===== src/rtl/arith_unit_seq.sv =====
// Registered arithmetic unit: single-cycle ADD/SUB/MUL, multi-cycle restoring DIV
// with a busy/valid handshake and carry/borrow/overflow/divide-by-zero flags.
module arith_unit_seq #(
  parameter int unsigned WIDTH = 16
) (
  input  logic             CLK,
  input  logic             RST,
  input  logic             A_EN,
  input  logic [1:0]       ALU_FUN,
  input  logic [WIDTH-1:0] IN1,
  input  logic [WIDTH-1:0] IN2,
  output logic [WIDTH-1:0] Arith_Out,
  output logic [WIDTH-1:0] Rem_Out,
  output logic             Carry_Out,
  output logic             Div_Zero,
  output logic             Arith_flag,
  output logic             Busy
);

  localparam int unsigned CW = $clog2(WIDTH + 1);

  typedef enum logic {
    IDLE,
    DIVIDE
  } state_t;

  typedef enum logic [1:0] {
    OP_ADD = 2'b00,
    OP_SUB = 2'b01,
    OP_MUL = 2'b10,
    OP_DIV = 2'b11
  } op_t;

  state_t           state_q, state_d;
  logic [CW-1:0]    cnt_q, cnt_d;
  logic [WIDTH-1:0] prem_q, prem_d;   // partial remainder
  logic [WIDTH-1:0] quo_q, quo_d;     // dividend shifting out, quotient shifting in
  logic [WIDTH-1:0] dvs_q, dvs_d;
  logic [WIDTH-1:0] out_q, out_d;
  logic [WIDTH-1:0] rem_q, rem_d;
  logic             carry_q, carry_d;
  logic             dz_q, dz_d;
  logic             flag_q, flag_d;

  logic [WIDTH:0]     sum;
  logic [2*WIDTH-1:0] prod;
  logic [WIDTH:0]     trial;
  logic [WIDTH:0]     diff;
  logic               ge;
  logic [WIDTH-1:0]   next_prem;
  logic [WIDTH-1:0]   next_quo;

  always_comb begin
    sum       = {1'b0, IN1} + {1'b0, IN2};
    prod      = {{WIDTH{1'b0}}, IN1} * {{WIDTH{1'b0}}, IN2};
    trial     = {prem_q, quo_q[WIDTH-1]};
    diff      = trial - {1'b0, dvs_q};
    ge        = (trial >= {1'b0, dvs_q});
    next_prem = ge ? diff[WIDTH-1:0] : trial[WIDTH-1:0];
    next_quo  = {quo_q[WIDTH-2:0], ge};
  end

  always_comb begin
    state_d = state_q;
    cnt_d   = cnt_q;
    prem_d  = prem_q;
    quo_d   = quo_q;
    dvs_d   = dvs_q;
    out_d   = out_q;
    rem_d   = rem_q;
    carry_d = carry_q;
    dz_d    = dz_q;
    flag_d  = 1'b0;

    unique case (state_q)
      IDLE: begin
        if (A_EN) begin
          rem_d   = '0;
          carry_d = 1'b0;
          dz_d    = 1'b0;
          flag_d  = 1'b1;
          unique case (op_t'(ALU_FUN))
            OP_ADD: begin
              out_d   = sum[WIDTH-1:0];
              carry_d = sum[WIDTH];
            end
            OP_SUB: begin
              out_d   = IN1 - IN2;
              carry_d = (IN1 < IN2);
            end
            OP_MUL: begin
              out_d   = prod[WIDTH-1:0];
              carry_d = |prod[2*WIDTH-1:WIDTH];
            end
            OP_DIV: begin
              if (IN2 == '0) begin
                out_d = '1;
                rem_d = IN1;
                dz_d  = 1'b1;
              end else begin
                // Result registers keep the previous op until the last step.
                out_d   = out_q;
                rem_d   = rem_q;
                carry_d = carry_q;
                dz_d    = dz_q;
                flag_d  = 1'b0;
                state_d = DIVIDE;
                cnt_d   = CW'(WIDTH);
                prem_d  = '0;
                quo_d   = IN1;
                dvs_d   = IN2;
              end
            end
            default: ;
          endcase
        end
      end
      DIVIDE: begin
        prem_d = next_prem;
        quo_d  = next_quo;
        cnt_d  = cnt_q - CW'(1);
        if (cnt_q == CW'(1)) begin
          state_d = IDLE;
          out_d   = next_quo;
          rem_d   = next_prem;
          carry_d = 1'b0;
          dz_d    = 1'b0;
          flag_d  = 1'b1;
        end
      end
      default: state_d = IDLE;
    endcase
  end

  always_ff @(posedge CLK) begin
    if (!RST) begin
      state_q <= IDLE;
      cnt_q   <= '0;
      prem_q  <= '0;
      quo_q   <= '0;
      dvs_q   <= '0;
      out_q   <= '0;
      rem_q   <= '0;
      carry_q <= 1'b0;
      dz_q    <= 1'b0;
      flag_q  <= 1'b0;
    end else begin
      state_q <= state_d;
      cnt_q   <= cnt_d;
      prem_q  <= prem_d;
      quo_q   <= quo_d;
      dvs_q   <= dvs_d;
      out_q   <= out_d;
      rem_q   <= rem_d;
      carry_q <= carry_d;
      dz_q    <= dz_d;
      flag_q  <= flag_d;
    end
  end

  assign Arith_Out  = out_q;
  assign Rem_Out    = rem_q;
  assign Carry_Out  = carry_q;
  assign Div_Zero   = dz_q;
  assign Arith_flag = flag_q;
  assign Busy       = (state_q == DIVIDE);

endmodule


===== config.mk =====
export PLATFORM = sky130hd
export DESIGN_NAME = arith_unit_seq
export DESIGN_NICKNAME = d
export VERILOG_FILES = /design/src/rtl/arith_unit_seq.sv
export SDC_FILE = /design/constraint.sdc
export NUM_CORES = 1
export LEC_CHECK = 0
export ABC_AREA = 1
export ABC_CLOCK_PERIOD_IN_PS = 6100
export CAP_MARGIN = 15
export CORE_ASPECT_RATIO = 1.1
export CORE_MARGIN = 4
export CORE_UTILIZATION = 58
export DETAILED_ROUTE_END_ITERATION = 16
export PLACE_DENSITY = 0.8
export SKIP_LAST_GASP = 1
export SLEW_MARGIN = 40
export SYNTH_ARGS = -nofsm -noshare
export SYNTH_HDL_FRONTEND = slang
export SYNTH_SLANG_ARGS = --single-unit

===== constraint.sdc =====
create_clock -name CLK -period 6.1 [get_ports CLK]
set_clock_uncertainty 0.2 [all_clocks]
set_input_delay 0.61 -clock CLK [delete_from_list [all_inputs] [get_ports CLK]]
set_output_delay 0.61 -clock CLK [all_outputs]
set_load 0.02 [all_outputs]

==> flow_summary.yaml <==
routing:
  drt_iter0_drc: 1603
  drt-vias-per-instance: 5.64
  num_vias: 15900
  wl_per_cell_um: 18.9
  route.detailed.drc: 0
  finalWirelength_mm: 53.1
  detail-route-antenna-nets: 0
  firstDrtPassIters: 6
setup_path:
  slowest_delay_ns: 0.64
  r2r_start: "dvs_q[2]"
  crit_top_cell: "nand2_1"
  criticalPathCategory: "in -> reg"
  cp_slowest_cell: "fa_2"
  endpoint_kind: "flop"
  cp_data_required_time_ns: 6.13
  start_kind: "input port"
  crit_fanout: 5
  worstReg2RegEnd: "prem_q[15]"
  arrival_ns: 6.20
  r2r_cells: 12
  reg2reg_slack_ns: 3.10
yosys:
  synth-edff-count: 0
  ys_seq_elements: 89
  synthDominantCellAreaShare: 0.252
  avgSynthCellArea_um2: 6.91
  yosys_most_used_dff: "dfxtp_1"
  yosysMostFrequentCell: "nand2_1"
  synth.distinct_cells: 54
  synth.area.top_cells: "fa_1 25%, nand2_1 15%, ha_1 12%, inv_1 12%, dfxtp_1 11%"
  synth_nets: 2651
  synth_top_area_cell: "fa_1"
  yosys_warnings: 0
  synth_area_um2: 15600
  synthArstFlopShare: 0
  yosysSeqAreaShare: 0.114
  synthCells: 2263
  yosys-top-cells-count: "637 x nand2_1, 504 x inv_1, 197 x fa_1"
floorplanning:
  dieArea_um2: 29600
  start_util: 0.593
  rows: 62
  die_y_um: 180
  io_pins: 73
  core_um2: 26400
  die_w_um: 165
grt:
  grt_max_degree: 48
  grt-ovfl-total: 0
  grt_pass1_wl_mm: 83.3
  grt_usage: 0.355
  antenna_found_initial: 0
  grt_pass1_vias: 16100
cts:
  clk_latency_ns: 0.35
  cts-buffers-inserted: 9
  cts.path.max_buffers: 2
  cts_sinks: 89
  htreeDepth: 3
  ctsRootBufferMaster: "clkbuf_16"
  cts_tree: "built"
  path_clk_slew_ns: 0.08
final_layout:
  n_antenna_cell: 0
  fillers: 2063
  layout-drive-gt1-share: 0.162
  nets: 2845
  syn_to_final_growth_pct: 21.9
  fin_util: 0.723
timing:
  post-route-worst-setup-slack_ns: -0.0735
  fin_crit_sh: 1.01
  min_period_ns: 6.17
  max_freq_mhz: 162
  grt_setup_unrepaired: "true"
  worst_pin_slew_ns: 0.750
  finalMaxSlewViolations: 0
  holdWs_ns: 0.273
  slew_headroom: 0.499
  hold_violations: 0
  finalSetupViolCount: 1
  fin_tns_setup_ns: -0.0735
outcome:
  status: "complete, but fails checks"
  violations: "negative setup slack"
flow_run:
  cap_violations: 0
worst_hold_path:
  min_path_cells: 2
  min_from: "Div_Zero"
  whs_endpoint: "Div_Zero"
  hold_class: "reg -> reg"
placed_design:
  place_ws_ns: -1.09
  dp_hpwl_mm: 40.7
  place.gp.congestion: 1.02
  portBuffers: 72
stage by stage:
step	cell area [µm²]	std cells
finish	19100	2814
global route	19100	2814
CTS	18800	2802
detailed placement	17800	2753
global placement	17800	2751
floorplan	15600	2263
worst max path at each step:
stage	end	cells after the start	slack, ns	from
after floorplan	Carry_Out	28	0.002	IN1[15]
after global placement	Arith_Out[12]	21	-1.08	IN2[1]
after detailed placement	Arith_Out[12]	24	-1.09	IN1[5]
after CTS	Carry_Out	29	0.00006	IN2[14]
after global routing	Carry_Out	30	-0.30	IN1[15]
final	Carry_Out	29	-0.07	IN1[13]
area by class of cell:
type	instances	area, µm²	share of cell area
inverter	517	1940	0.102
sequential	89	1780	0.0935
clock inverter	6	48.8	0.00256
clock buffer	10	229	0.0120
tap	352	440	0.0231
multi-input combinational	1552	11900	0.626
timing repair buffer	288	2680	0.140
routing by layer:
metal / global-route usage / up-vias / part of all wire
li1: - / 7277 / -
met1: 0.436 / 7506 / 0.37
met2: 0.582 / 848 / 0.47
met3: 0.0398 / 252 / 0.083
met4: 0.238 / 0 / 0.085
met5: 0 / - / 0
logic make-up (layout without fill, tap and decap cells):
| group | Yosys count | in the layout | share of synthesized area |
|---|---|---|---|
| AO/OA/AOI/OAI | 324 | 324 | 0.118 |
| XOR/XNOR | 24 | 24 | 0.0134 |
| adder cells (fa/ha/maj) | 351 | 351 | 0.376 |
| buffers and inverters | 622 | 821 | 0.155 |
| flip-flops | 89 | 89 | 0.114 |
| AND/OR/NAND/NOR | 853 | 853 | 0.224 |
registers in the layout, summed over array words and instances, names as in the netlist:
signal,flops
prem_q,16
Arith_flag,1
dvs_q,16
Div_Zero,1
Rem_Out,16
quo_q,16
Arith_Out,16
cnt_q,5
Carry_Out,1
Busy,1
critical path: cells and delay by family:
kind,cells,cell delay (ns)
fa+ha+maj,7,3.48
simple gates,15,1.25
buf+inv,6,0.80
compound gates,1,0.06
what timing repair did:
item / in CTS / in global routing
setup buffers: 27 / 10
setup endpoints to repair: 8 / 7
endpoints found under the hold margin: 0 / 0
gates cloned: 6 / 3
hold buffers: 0 / 0
pin swaps: 57 / 36
gates resized for setup: 131 / 85
cells in the final DEF (no fill, tap or decap), types with 17 or more instances in the layout:
cell type,instances
o21ai_0,85
a31oi_1,37
dfxtp_1,89
buf_4,174
ha_1,130
nand2_1,605
clkdlybuf4s50_1,43
nor2_1,86
nand2_2,32
ha_4,19
inv_2,23
nand3_1,62
fa_1,189
inv_1,488
a21oi_1,129
buf_6,17
Power is not shown: default switching activity piles up to over one toggle a cycle in this logic, so the estimate is an artifact.
